[src/rtl/iir_filter_pkg.sv]
// Shared widths, FSM state type and saturation helper for the IIR inverse filter.
package iir_filter_pkg;

  localparam int NB_DATA_IN_DEF  = 12;
  localparam int NB_DATA_OUT_DEF = 8;
  localparam int NB_ACC_DEF      = NB_DATA_IN_DEF + 4;
  localparam int SAT_COUNT_MAX   = 255;

  typedef enum logic [1:0] {
    ST_IDLE,
    ST_PRIME,
    ST_RUN
  } state_t;

  // Clamp a sign-extended accumulator value to the signed range of nb_out bits.
  // Works on a 32-bit carrier so one function serves any NB_ACC up to 32.
  function automatic logic signed [31:0] saturate(input logic signed [31:0] val,
                                                  input int nb_out);
    logic signed [31:0] hi;
    logic signed [31:0] lo;
    hi = (32'sd1 <<< (nb_out - 1)) - 32'sd1;
    lo = -(32'sd1 <<< (nb_out - 1));
    if (val > hi)      return hi;
    else if (val < lo) return lo;
    else               return val;
  endfunction

endpackage

[src/rtl/iir_sat_monitor.sv]
// Sticky saturation flag plus an 8-bit event counter that holds at its max.
module iir_sat_monitor
  import iir_filter_pkg::*;
(
  input  logic       clk,
  input  logic       rst_n,
  input  logic       clear,
  input  logic       hit,
  output logic       sat,
  output logic [7:0] count
);

  // Flag latches on first hit; counter stops at SAT_COUNT_MAX instead of wrapping.
  always_ff @(posedge clk or negedge rst_n) begin
    if (!rst_n) begin
      sat   <= 1'b0;
      count <= 8'd0;
    end else if (clear) begin
      sat   <= 1'b0;
      count <= 8'd0;
    end else if (hit) begin
      sat <= 1'b1;
      if (count != 8'(SAT_COUNT_MAX)) count <= count + 8'd1;
    end
  end

endmodule

[src/rtl/iir_inverse_filter.sv]
// Inverse of the 2nd-order IIR filter: FIR on the denominator, recursion on the
// numerator, saturated registered output behind a valid/ready handshake.
module iir_inverse_filter
  import iir_filter_pkg::*;
#(
  parameter int NB_DATA_IN  = NB_DATA_IN_DEF,
  parameter int NB_DATA_OUT = NB_DATA_OUT_DEF,
  parameter int NB_ACC      = NB_DATA_IN + 4,
  parameter int SKIP_PRIME  = 0
) (
  input  logic                          i_clock,
  input  logic                          i_reset_n,
  input  logic                          i_clear,
  input  logic signed [NB_DATA_IN-1:0]  i_data,
  input  logic                          i_valid,
  output logic                          o_ready,
  output logic signed [NB_DATA_OUT-1:0] o_data,
  output logic                          o_valid,
  input  logic                          i_ready,
  output logic                          o_sat,
  output logic [7:0]                    o_sat_count
);

  state_t state_q, state_d;

  logic signed [NB_DATA_IN-1:0]  y_d1, y_d2;
  logic signed [NB_DATA_OUT-1:0] x_d1, x_d2;

  logic signed [NB_ACC-1:0]      y_cur, y_h1, y_h2, x_h1, x_h2, v, x_sum;
  logic signed [31:0]            x_wide;
  logic signed [NB_DATA_OUT-1:0] x_sat;
  logic                          sat_hit, accept, take_in, load;

  assign o_ready = !o_valid || i_ready;
  assign accept  = i_valid && o_ready;
  // A clear in the same cycle drops the incoming sample entirely.
  assign take_in = accept && !i_clear;
  // Priming results are still computed (zero history) but hidden when SKIP_PRIME=1.
  assign load    = take_in && ((SKIP_PRIME == 0) || (state_q == ST_RUN));

  // Everything is widened to NB_ACC so neither sum can wrap.
  assign y_cur   = NB_ACC'(i_data);
  assign y_h1    = NB_ACC'(y_d1);
  assign y_h2    = NB_ACC'(y_d2);
  assign x_h1    = NB_ACC'(x_d1);
  assign x_h2    = NB_ACC'(x_d2);
  assign v       = y_cur - (y_h1 >>> 1) - (y_h2 >>> 1);
  assign x_sum   = v + x_h1 - x_h2;
  assign x_wide  = saturate(32'(x_sum), NB_DATA_OUT);
  assign x_sat   = NB_DATA_OUT'(x_wide);
  assign sat_hit = (x_wide != 32'(x_sum));

  // Sample history: only accepted samples shift in; x history keeps saturated values.
  always_ff @(posedge i_clock or negedge i_reset_n) begin
    if (!i_reset_n) begin
      y_d1 <= '0;
      y_d2 <= '0;
      x_d1 <= '0;
      x_d2 <= '0;
    end else if (i_clear) begin
      y_d1 <= '0;
      y_d2 <= '0;
      x_d1 <= '0;
      x_d2 <= '0;
    end else if (take_in) begin
      y_d1 <= i_data;
      y_d2 <= y_d1;
      x_d1 <= x_sat;
      x_d2 <= x_d1;
    end
  end

  // Output register: new result overwrites, otherwise drops valid when taken.
  always_ff @(posedge i_clock or negedge i_reset_n) begin
    if (!i_reset_n) begin
      o_valid <= 1'b0;
      o_data  <= '0;
    end else if (i_clear) begin
      o_valid <= 1'b0;
      o_data  <= '0;
    end else if (load) begin
      o_valid <= 1'b1;
      o_data  <= x_sat;
    end else if (i_ready) begin
      o_valid <= 1'b0;
    end
  end

  // Priming FSM state register.
  always_ff @(posedge i_clock or negedge i_reset_n) begin
    if (!i_reset_n) state_q <= ST_IDLE;
    else            state_q <= state_d;
  end

  // Priming FSM next state: count two accepted samples of history, then run.
  always_comb begin
    state_d = state_q;
    if (i_clear) begin
      state_d = ST_IDLE;
    end else if (accept) begin
      case (state_q)
        ST_IDLE:  state_d = ST_PRIME;
        ST_PRIME: state_d = ST_RUN;
        default:  state_d = ST_RUN;
      endcase
    end
  end

  iir_sat_monitor u_sat_monitor (
    .clk   (i_clock),
    .rst_n (i_reset_n),
    .clear (i_clear),
    .hit   (load && sat_hit),
    .sat   (o_sat),
    .count (o_sat_count)
  );

endmodule

[config.mk]
export PLATFORM = sky130hd
export DESIGN_NAME = iir_inverse_filter
export DESIGN_NICKNAME = d
export VERILOG_FILES = /design/src/rtl/iir_filter_pkg.sv /design/src/rtl/iir_sat_monitor.sv /design/src/rtl/iir_inverse_filter.sv
export SDC_FILE = /design/constraint.sdc
export NUM_CORES = 1
export LEC_CHECK = 0
export BUFFER_PORTS_ARGS = -buffer_cell sky130_fd_sc_hd__buf_2
export CAP_MARGIN = 20
export CORE_MARGIN = 3
export CORE_UTILIZATION = 65
export CTS_BUF_LIST = sky130_fd_sc_hd__clkbuf_4 sky130_fd_sc_hd__clkbuf_8 sky130_fd_sc_hd__clkbuf_16
export DETAILED_ROUTE_END_ITERATION = 8
export GPL_TIMING_DRIVEN = 0
export PLACE_DENSITY = 0.95
export SLEW_MARGIN = 25
export SYNTH_ARGS = -nofsm -noshare
export SYNTH_HDL_FRONTEND = slang
export SYNTH_SLANG_ARGS = --single-unit
[constraint.sdc]
create_clock -name i_clock -period 9.4 [get_ports i_clock]
set_input_delay 0.47 -clock i_clock [delete_from_list [all_inputs] [get_ports i_clock]]
set_output_delay 0.47 -clock i_clock [all_outputs]
set_load 0.02 [all_outputs]
---- Word-level counts from Yosys, hierarchy flattened ----
Index checks and enable logic that the tools add are counted.
storage, ports and cells
  output and inout bits ................... 19
  register bits after elaboration ......... 50
cells by class
  $lt $le $gt $ge ......................... 2
  multiplexer cells ....................... 18
  equality and inequality tests ........... 2
  add/sub/neg operators ................... 5
  reductions and logical operators ........ 11
operators by type and width
  operator                                                                          number
  32-bit 2-to-1 mux                                                                 2
  8-bit 2-to-1 mux                                                                  7
  12-bit 2-to-1 mux                                                                 4
  32-bit by 16-bit != test with 1-bit output                                        1
  16-bit by 8-bit greater-than comparator with 1-bit output, second input constant  1
  16-bit by 8-bit less-than comparator with 1-bit output, second input constant     1
  15-bit by 8-bit subtractor with 16-bit output                                     1
  14-bit by 8-bit adder with 15-bit output                                          1
  13-bit by 11-bit subtractor with 14-bit output                                    1
  12-bit by 11-bit subtractor with 13-bit output                                    1
  8-bit by 1-bit adder with 8-bit output, second input constant                     1
  8-bit != test, second input constant                                              1
  2-bit nonzero test                                                                3
  1-bit 2-to-1 mux                                                                  5
  1-bit logical AND                                                                 3
  3-bit nonzero test                                                                1
  1-bit logical NOT                                                                 2
  2-bit AND reduction                                                               1
  1-bit logical OR                                                                  1

---- Depth between registers and ports, before layout ----
Gate-level depths: netlist (run 1).
  word-level depth ........................ 11
  depth in mapped cells ................... 21
  mapped depth without buffers ............ 20

---- Modules after synthesis ----
From an unflattened synthesis (run 1), not the netlist that was laid out.
unflattened totals
  cells, all modules ...................... 414
  area, all modules ....................... 3831.2 µm²
modules (own cells, without submodules)
  module              cells an instance  sequential area each (µm²)  area an instance (µm²)  instances
  iir_inverse_filter  363                975.9                       3324.4                  1
  iir_sat_monitor     51                 225.2                       506.7                   1

---- Least setup slack after synthesis (run 1) ----
OpenSTA, ideal clock, no wires.
  path kind ............................... flip-flop to flip-flop
  start ................................... register y_d1[11]
  end ..................................... register u_sat_monitor.count[7]
  stages on the path, launching flop included .. 21
  path slack .............................. 4.168 ns
  arrival time ............................ 5.155 ns
  path through ............................ dfrtp_1 > inv_1 > fa_1 > inv_1 > fa_1 > fa_1 > inv_1 > ha_1 > buf_2 > nand2_1 > o21ai_0 > a31oi_4 > or3_1 > a311oi_1 > nand3b_1 > ha_1 > clkbuf_1 > nand2_1 > o22a_2 > or4_1 > a21oi_1
on the way
  word-level cells in the longest chain between the ends .. 11
  elaborated cells on any way between the ends .. 12
  those cells by class .................... add/sub: 4; order compare: 2; eq/ne: 1; mux: 2; reduce/logical: 3
RTL lines
  item                                                    RTL line                   source
  start, declared                                         iir_inverse_filter.sv:26   logic signed [NB_DATA_IN-1:0] y_d1, y_d2;
  start signal, assigned                                  iir_inverse_filter.sv:66   y_d1 <= i_data;
  12-bit by 11-bit subtractor with 13-bit output (*)      iir_inverse_filter.sv:47   assign v = y_cur - (y_h1 >>> 1) - (y_h2 >>> 1);
  13-bit by 11-bit subtractor with 14-bit output (*)      iir_inverse_filter.sv:47
  14-bit by 8-bit adder with 15-bit output (*)            iir_inverse_filter.sv:48   assign x_sum = v + x_h1 - x_h2;
  15-bit by 8-bit subtractor with 16-bit output (*)       iir_inverse_filter.sv:48
  16-bit by 8-bit less-than comparator with 1-bit output  iir_filter_pkg.sv:24       else if (val < lo) return lo;
  32-bit 2-to-1 mux                                       iir_filter_pkg.sv:24
  32-bit 2-to-1 mux                                       iir_filter_pkg.sv:23       if (val > hi) return hi;
  32-bit by 16-bit != test with 1-bit output (*)          iir_inverse_filter.sv:51   assign sat_hit = (x_wide != 32'(x_sum));
  1-bit logical AND (*)                                   iir_inverse_filter.sv:113  .hit (load && sat_hit),
  2-bit nonzero test (no source line) (*)                 --
  2-bit AND reduction (no source line) (*)                --
  end signal, assigned                                    iir_sat_monitor.sv:23      if (count != 8'(SAT_COUNT_MAX)) count <= count + 8'd1;
  end, declared                                           iir_sat_monitor.sv:10      output logic [7:0] count
Mark *: on every way between the ends. The rest lies on a longest branch, timed or not.
A chain may end at the register's enable or synchronous reset.

---- Worst setup path after layout (run 1) ----
  start ................................... register x_d2[7]
  end ..................................... register u_sat_monitor.count[7]
on the way
  word-level cells in the longest chain between the ends .. 8
  elaborated cells on any way between the ends .. 9
  those cells by class .................... add/sub: 1; order compare: 2; eq/ne: 1; mux: 2; reduce/logical: 3
RTL lines
  item                                                    RTL line                   source
  start, declared                                         iir_inverse_filter.sv:27   logic signed [NB_DATA_OUT-1:0] x_d1, x_d2;
  start signal, assigned                                  iir_inverse_filter.sv:59   x_d2 <= '0;
  start signal, assigned                                  iir_inverse_filter.sv:64   x_d2 <= '0;
  start signal, assigned                                  iir_inverse_filter.sv:69   x_d2 <= x_d1;
  15-bit by 8-bit subtractor with 16-bit output (*)       iir_inverse_filter.sv:48
  16-bit by 8-bit less-than comparator with 1-bit output  iir_filter_pkg.sv:24
  32-bit 2-to-1 mux                                       iir_filter_pkg.sv:24
  32-bit 2-to-1 mux                                       iir_filter_pkg.sv:23
  32-bit by 16-bit != test with 1-bit output (*)          iir_inverse_filter.sv:51
  1-bit logical AND (*)                                   iir_inverse_filter.sv:113
  2-bit nonzero test (no source line) (*)                 --
  2-bit AND reduction (no source line) (*)                --
Marks and branches as above.

==> out/qor.txt, run 1 <==
Slew HR - 45.4%
Via count - 3294
Register area share after synthesis - 30.8%
Setup violators final - 0
Syn nets - 473
Rows - 27
Slew @ Worst Pin - 813 ps
Pre-antenna DRT Iters - 6
Hold_buf cts - 0
Crit path launch type - flop
Maximum fanout along the worst path - 9
Family with the most delay on the worst path - adder cells
Via/cell ratio - 6.36
CP required - 9640 ps
Layout cells sized above 1 - 14.3%
Post-synth EDFFs - 0
Clk sink count - 48
Area of the multi-input gates - 2330 sq um
GRT overflow - 0
Design area - 4290 sq um
Filler cells - 362
Worst EP arrival - 6140 ps
Clock Tree Root - clkbuf_8
Synth Cell Area - 3900 sq um
# diodes - 0
Initial drt markers - 267
Yosys warns - 0
Aggregate routed wire length - 9460 microns
Switching share of power - 51.4%
Die area - 6970 sq um
CTS tree - done
Initial Util - 69.1%
RSZ-0062 raised after global routing - no
Yosys cell types - 65
Layout area overhead - 9.98%
GPL Wtd Cong - 0.967
Setup bufs post-CTS - 0
Pwr dens - 370 nW/um^2
Slowest cell on the critical path - fa_1
Port bufs - 35
Hold crit path type - in -> async
Wire per inst - 18.3 microns
LEAKAGE - 2.10 nW
Peak supply drop - 197 uV
Resize count post-CTS - 0
Tcrit/Tclk final - 62.8%
Final setup margin - 3500 ps
Antenna-violating nets left - 0
Core Area - 5640 sq um
P_sw - 0.000814 W
Reg power frac - 16.5%
Min Tclk post-route - 5900 ps
Int Pwr - 0.000771 W
Fin. max-slew vios - 0
Max Clk Rate - 0.169 GHz
Die height - 83.5 microns
Max stage delay on crit path - 530 ps
Initial antenna violation count - 0
Vias in the first global route - 3357
Critical R2R Launch - x_d2[7]$_DFFE_PN0P_
Clock Latency Late Sink - 310 ps
DP Worst Slack - 3580 ps
CTS H-tree depth - 2
Post-route DRC - 0
Combinational power share - 73.2%
Outcome - complete, no violations
Largest net degree at the start of global routing - 49
Cell count after synthesis - 403
Total global routing track utilization - 28.0%
Worst hold slack - 170 ps
Cell Area, Placed - 4170 sq um
Inserted Clock Buffers - 5
Die Wd - 83.5 microns
Worst Skew - 12.4 ps
# IOs - 36
Crit-path cells - inv_1 -> fa_1 -> inv_1 -> fa_1 -> fa_1 -> inv_1 -> ha_1 -> buf_2 -> nand2_1 -> o21ai_0 -> a31oi_4 -> or3_1 -> a311oi_1 -> nand3b_1 -> ha_1 -> clkbuf_1 -> nand2_1 -> o22a_2 -> or4_1 -> a21oi_1
Syn Area/Cell - 9.68 sq um
Global-route wire length before repair - 15800 microns
Async SR Flop Fraction - 100%
Reg clk slew, reported paths - 100 ps
Register area - 1200 sq um
Buf/Inv on CP - 5
Post-DP HPWL - 6950 microns
Crit. Startpoint - x_d2[7]$_DFFE_PN0P_
Worst Path Class, Setup - reg -> reg
Part of the power in the clock network - 10.3%
Max-cap viol count - 0
Fin nets - 515
Register bit total from synthesis - 48
Final hold vios - 0
CTS Buffer Depth - 2
Fin Setup TNS - 0 ps
Crit path capture type - flop
Ys flop type - dfrtp_1
stage by stage:
step	power, W	util, %	std cells
after floorplan	0.00112	-	403
after global placement	0.00129	73.8	510
after detailed placement	0.00136	73.8	510
after CTS	0.00155	76.0	518
after global routing	0.00170	76.0	518
final	0.00158	76.0	518
final cells by class:
cell class	instances	area share (%)
Timing Repair Buffer	35	4.14
Clock inverter	2	0.904
Multi-Input combinational cell	261	54.3
Inverter	81	7.09
Sequential cell	48	28.0
Buffer	13	1.55
Clock buffer	6	1.93
Tap cell	72	2.10
per-layer routing:
layer	wire, microns	vias up	track usage (%)
met3	654	40	5.73
met4	338	0	12.4
met1	3660	1627	34.2
li1	-	1455	-
met5	0	-	0
met2	4810	172	48.2
kinds of logic (layout without fill, tap and decap cells):
kind of cell	count (synthesis)	count (layout)	share of synthesized area (%)
AO/OA/AOI/OAI	107	107	21.0
multiplexers	3	3	0.898
buffers and inverters	94	137	9.50
flip-flops	48	48	30.8
XOR/XNOR	7	7	1.57
AND/OR/NAND/NOR	91	91	12.4
adder cells (fa/ha/maj)	53	53	23.7
power by group through the flow:
stage	Clock (W)	Sequential, W	Combinational, W
after floorplan	0	0.000282	0.000837
after CTS	0.000163	0.000262	0.00113
after global routing	0.000173	0.000266	0.00126
after detailed placement	0	0.000266	0.00109
after global placement	0	0.000263	0.00103
final	0.000163	0.000262	0.00116
cell usage after synthesis, drive strengths merged (3+ instances only):
master / n / area share [%]
nor2b: 6 / 1.2
nand2: 25 / 2.4
ha: 18 / 5.8
o311ai: 3 / 0.67
xor2: 4 / 0.90
o211ai: 3 / 0.71
clkbuf: 7 / 0.67
nor3: 3 / 0.38
o21ai: 17 / 2.2
fa: 35 / 18
a211oi: 4 / 1.0
nand2b: 6 / 0.96
nand3: 8 / 1.0
and2: 3 / 0.48
o31ai: 3 / 0.71
a21o: 5 / 0.99
and3: 5 / 0.80
a22o: 31 / 7.0
buf: 6 / 1.0
dfrtp: 48 / 31
a21oi: 22 / 2.8
inv: 81 / 7.8
nor2: 19 / 2.0
xnor2: 3 / 0.67
flip-flops by register name (all words and copies together) (netlist names):
register             flops
o_valid                  1
x_d2                     8
o_data                   8
u_sat_monitor.count      8
u_sat_monitor.sat        1
y_d1                    11
y_d2                    11
layout by cell type, fill, tap and decap left out, drive strengths merged, types with 13 or more instances in the layout:
cell    instances
o21ai          17
a21oi          22
ha             18
nand2          25
dfrtp          48
fa             35
inv            81
nor2           19
a22o           31
buf            41
clkbuf         13
path summary, 6_finish.rpt:
check                                                           to  slack, ps  cells after the start
worst max-delay path            u_sat_monitor.count[7]$_DFFE_PN0P_       3500                     20
worst min-delay path                           x_d2[2]$_DFFE_PN0P_        170                      1
worst max register to register  u_sat_monitor.count[7]$_DFFE_PN0P_       3500                     20
worst min register to register       u_sat_monitor.sat$_DFFE_PN0P_        490                      1
max in group asynchronous                      x_d2[7]$_DFFE_PN0P_       8810                      1
min in group i_clock                          y_d1[10]$_DFFE_PN0P_        400                      2
No activity file was read; power rests on OpenSTA's default activity.
==> inputs of run 2 (changes only) <==
--- a/config.mk
+++ b/config.mk
@@ -5,14 +5,15 @@
 export SDC_FILE = /design/constraint.sdc
 export NUM_CORES = 1
 export LEC_CHECK = 0
+export ABC_AREA = 1
 export BUFFER_PORTS_ARGS = -buffer_cell sky130_fd_sc_hd__buf_2
 export CAP_MARGIN = 20
 export CORE_MARGIN = 3
-export CORE_UTILIZATION = 65
+export CORE_UTILIZATION = 61
 export CTS_BUF_LIST = sky130_fd_sc_hd__clkbuf_4 sky130_fd_sc_hd__clkbuf_8 sky130_fd_sc_hd__clkbuf_16
 export DETAILED_ROUTE_END_ITERATION = 8
 export GPL_TIMING_DRIVEN = 0
-export PLACE_DENSITY = 0.95
+export PLACE_DENSITY = 0.92
 export SLEW_MARGIN = 25
 export SYNTH_ARGS = -nofsm -noshare
 export SYNTH_HDL_FRONTEND = slang
==> constraint.sdc (replaced) <==
create_clock -name i_clock -period 5.5 [get_ports i_clock]
set_input_delay 0.275 -clock i_clock [delete_from_list [all_inputs] [get_ports i_clock]]
set_output_delay 0.275 -clock i_clock [all_outputs]
set_load 0.02 [all_outputs]
==> run 2 against run 1 <==
Compared with the run above:
- largest power group unchanged
- power grew 68%
- final area grew 5.3%
- critical path type unchanged
- synthesized cell count grew 34%
==> out/qor.txt, run 2 <==
Register area share after synthesis - 29.3% (was 30.8%)
Layout area overhead - 10.3% (was 9.98%)
CTS Buffer Depth - 2 (unchanged)
Tcrit/Tclk final - 86.0% (was 62.8%)
Cell Area, Placed - 4380 sq um (was 4170 sq um)
DR WL met2 - 4450 microns (was 4810 microns)
Total global routing track utilization - 25.5% (was 28.0%)
Most common cell after layout, fill and taps aside - nand2_1 (was inv_1)
Syn nets - 611 (was 473)
Placed Cells - 654 (was 510)
Aggregate routed wire length - 9160 microns (was 9460 microns)
Clk sink count - 48 (unchanged)
Int Pwr - 0.00121 W (was 0.000771 W)
Design area - 4520 sq um (was 4290 sq um)
Via count - 3679 (was 3294)
Final Util - 70.3% (was 76.0%)
Metal1 wirelength - 3980 microns (was 3660 microns)
GRT overflow - 0 (unchanged)
GPL Wtd Cong - 0.911 (was 0.967)
Die height - 87.9 microns (was 83.5 microns)
Die Wd - 87.9 microns (was 83.5 microns)
Clock Tree Root - clkbuf_8 (unchanged)
Worst Path Class, Setup - reg -> reg (unchanged)
Synth top area share - 29.3% (was 30.8%)
Layout cells sized above 1 - 11.3% (was 14.3%)
Max Clk Rate - 0.211 GHz (was 0.169 GHz)
Largest regs - y_d1: 11 flops, y_d2: 11 flops (unchanged)
Reg clk slew, reported paths - 100 ps (about the same)
Slew @ Worst Pin - 667 ps (was 813 ps)
Critical R2R Launch - x_d2[7]$_DFFE_PN0P_ (unchanged)
Part of the power in the clock network - 10.5% (was 10.3%)
Ys flop type - dfrtp_1 (unchanged)
Async SR Flop Fraction - 100% (unchanged)
Crit. Startpoint - x_d2[7]$_DFFE_PN0P_ (unchanged)
Outcome - complete, no violations (unchanged)
Slew HR - 55.6% (was 45.4%)
Initial antenna violation count - 0 (unchanged)
Post-synth EDFFs - 0 (unchanged)
# diodes - 0 (unchanged)
Rows - 29 (was 27)
Fin. max-slew vios - 0 (unchanged)
Yosys warns - 0 (unchanged)
Top post-synthesis cells by area - dfrtp_1 (29%), fa_1 (17%), nand2_1 (13%) (was dfrtp_1 (31%), fa_1 (18%), inv_1 (7.8%))
Peak supply drop - 404 uV (was 197 uV)
Post-DP HPWL - 7200 microns (was 6950 microns)
# IOs - 36 (unchanged)
Crit path launch type - flop (unchanged)
Final hold vios - 0 (unchanged)
Via/cell ratio - 5.55 (was 6.36)
Die area - 7730 sq um (was 6970 sq um)
LEAKAGE - 2.50 nW (was 2.10 nW)
Antenna-violating nets left - 0 (unchanged)
Pre-antenna DRT Iters - 5 (was 6)
Global-route wire length before repair - 15700 microns (was 15800 microns)
Commonest cells after routing, fill and taps aside - nand2_1 (146), inv_1 (133), dfrtp_1 (48) (was inv_1 (81), dfrtp_1 (48), buf_2 (36))
Reg power frac - 15.9% (was 16.5%)
Hold crit path type - in -> reg (was in -> async)
Setup bufs post-CTS - 0 (unchanged)
Initial Util - 63.7% (was 69.1%)
Clock Latency Late Sink - 310 ps (about the same)
Core Area - 6420 sq um (was 5640 sq um)
Inserted Clock Buffers - 5 (unchanged)
Syn Area/Cell - 7.57 sq um (was 9.68 sq um)
Register bit total from synthesis - 48 (unchanged)
Initial drt markers - 298 (was 267)
Vias in the first global route - 3592 (was 3357)
Port bufs - 35 (unchanged)
Synth area leader - dfrtp_1 (unchanged)
CTS H-tree depth - 2 (unchanged)
Cell count after synthesis - 541 (was 403)
Yosys cell types - 30 (was 65)
WL met3 - 499 microns (was 654 microns)
Maximum fanout along the worst path - 10 (was 9)
Synth Cell Area - 4090 sq um (was 3900 sq um)
Top layer in use - met4 (unchanged)
Fin Setup TNS - 0 ps (unchanged)
CP required - 5760 ps (was 9640 ps)
Worst Skew - 10.9 ps (was 12.4 ps)
P_sw - 0.00146 W (was 0.000814 W)
Top-count cell post-synth - nand2_1 (was inv_1)
Filler cells - 458 (was 362)
Post-synth top cells - nand2_1 (146), inv_1 (133), dfrtp_1 (48) (was inv_1 (81), dfrtp_1 (48), fa_1 (35))
Largest net degree at the start of global routing - 32 (was 49)
Hold wc startpoint - i_clear
Min Tclk post-route - 4730 ps (was 5900 ps)
Worst EP arrival - 4990 ps (was 6140 ps)
Switching share of power - 54.7% (was 51.4%)
Crit path capture type - flop (unchanged)
Combinational power share - 73.7% (was 73.2%)
Finished Layout Cells - 663 (was 518)
Pwr dens - 591 nW/um^2 (was 370 nW/um^2)
Hold_buf cts - 1 (was 0)
Fin nets - 655 (was 515)
Max-cap viol count - 0 (unchanged)
Resize count post-CTS - 0 (unchanged)
RSZ-0062 raised after global routing - no (unchanged)
Wire per inst - 13.8 microns (was 18.3 microns)
Post-route DRC - 0 (unchanged)
Setup violators final - 0 (unchanged)
CTS tree - done (unchanged)
[run 2: changes by cell type after synthesis, sizes merged, moves of 8 or more]
cell   before  now
a22o       31    1
o22ai       1   17
a21oi      22    8
nand3       8   40
inv        81  134
o21ai      17   27
nor2       19   27
nand2      25  151
[run 2: cell type report]
type                       count  area [sq um]  area share [%]
multi-input combinational    349          2340            51.9
sequential                    48          1200            26.6
inverter                     134           505            11.2
timing repair buffer          37           205            4.54
tap                           77          96.3            2.13
clock buffer                   6          82.6            1.83
buffer                        10          43.8           0.970
clock inverter                 2          38.8           0.859
[run 2: per-stage QoR]
| stage | hold slack [ps] | total power (W) | worst slack (ps) |
|---|---|---|---|
| finish | 143 | 0.00267 | 769 |
| global route | 159 | 0.00294 | 332 |
| CTS | 143 | 0.00264 | 769 |
| detailed placement | 240 | 0.00234 | 787 |
| global placement | 473 | 0.00225 | 922 |
| floorplan | -20.6 | 0.00192 | 1380 |
[run 2: layer usage]
metal | up-vias | GRT usage, %
li1 | 1741 | -
met1 | 1767 | 33.3
met2 | 149 | 43.4
met3 | 22 | 3.10
met4 | 0 | 9.90
met5 | - | 0
[run 2: cell families (layout without fill, tap and decap cells)]
logic type | after synthesis | count (layout) | synth area share, %
DFF | 48 | 48 | 29.3
AOI/OAI and AO/OA | 56 | 56 | 7.92
buffers and inverters | 144 | 189 | 13.4
adders and majority gates | 53 | 53 | 22.6
and+or+nand+nor | 234 | 234 | 25.4
xor gates and xnor gates | 6 | 6 | 1.28
[run 2: power groups by stage]
stage,clock network [W],registers [W],logic (W)
after global placement,0,0.000426,0.00182
final,0.000279,0.000423,0.00197
after detailed placement,0,0.000429,0.00191
after global routing,0.000293,0.000427,0.00222
after floorplan,0,0.000458,0.00146
after CTS,0.000281,0.000423,0.00193
[run 2: worst max-delay path, cell delays in order, from the launching register on]
cell	delay (ps)
dfrtp_1	370
inv_1	200
fa_1	480
fa_1	510
inv_1	50
fa_1	500
inv_1	50
ha_1	370
nand2_1	170
inv_1	70
a21oi_2	160
nand2_1	90
nand2_1	120
nand2_1	80
nand2_1	70
nand2_1	50
nor2_1	150
nand4_1	120
ha_1	440
nand2_1	130
nand3_4	100
nand3_4	140
inv_4	130
nand2_1	60
nand2_1	60
[run 2: path summary, 6_finish.rpt]
| check | end | slack, ps | cells after the start |
|---|---|---|---|
| worst max-delay path | u_sat_monitor.count[5]$_DFFE_PN0P_ | 770 | 24 |
| worst min-delay path | o_valid$_DFFE_PN0P_ | 140 | 2 |
| worst max register to register | u_sat_monitor.count[5]$_DFFE_PN0P_ | 770 | 24 |
| worst min register to register | y_d2[1]$_DFFE_PN0P_ | 520 | 2 |
| max in group asynchronous | o_data[0]$_DFFE_PN0P_ | 4550 | 3 |
| min in group asynchronous | y_d1[6]$_DFFE_PN0P_ | 440 | 2 |
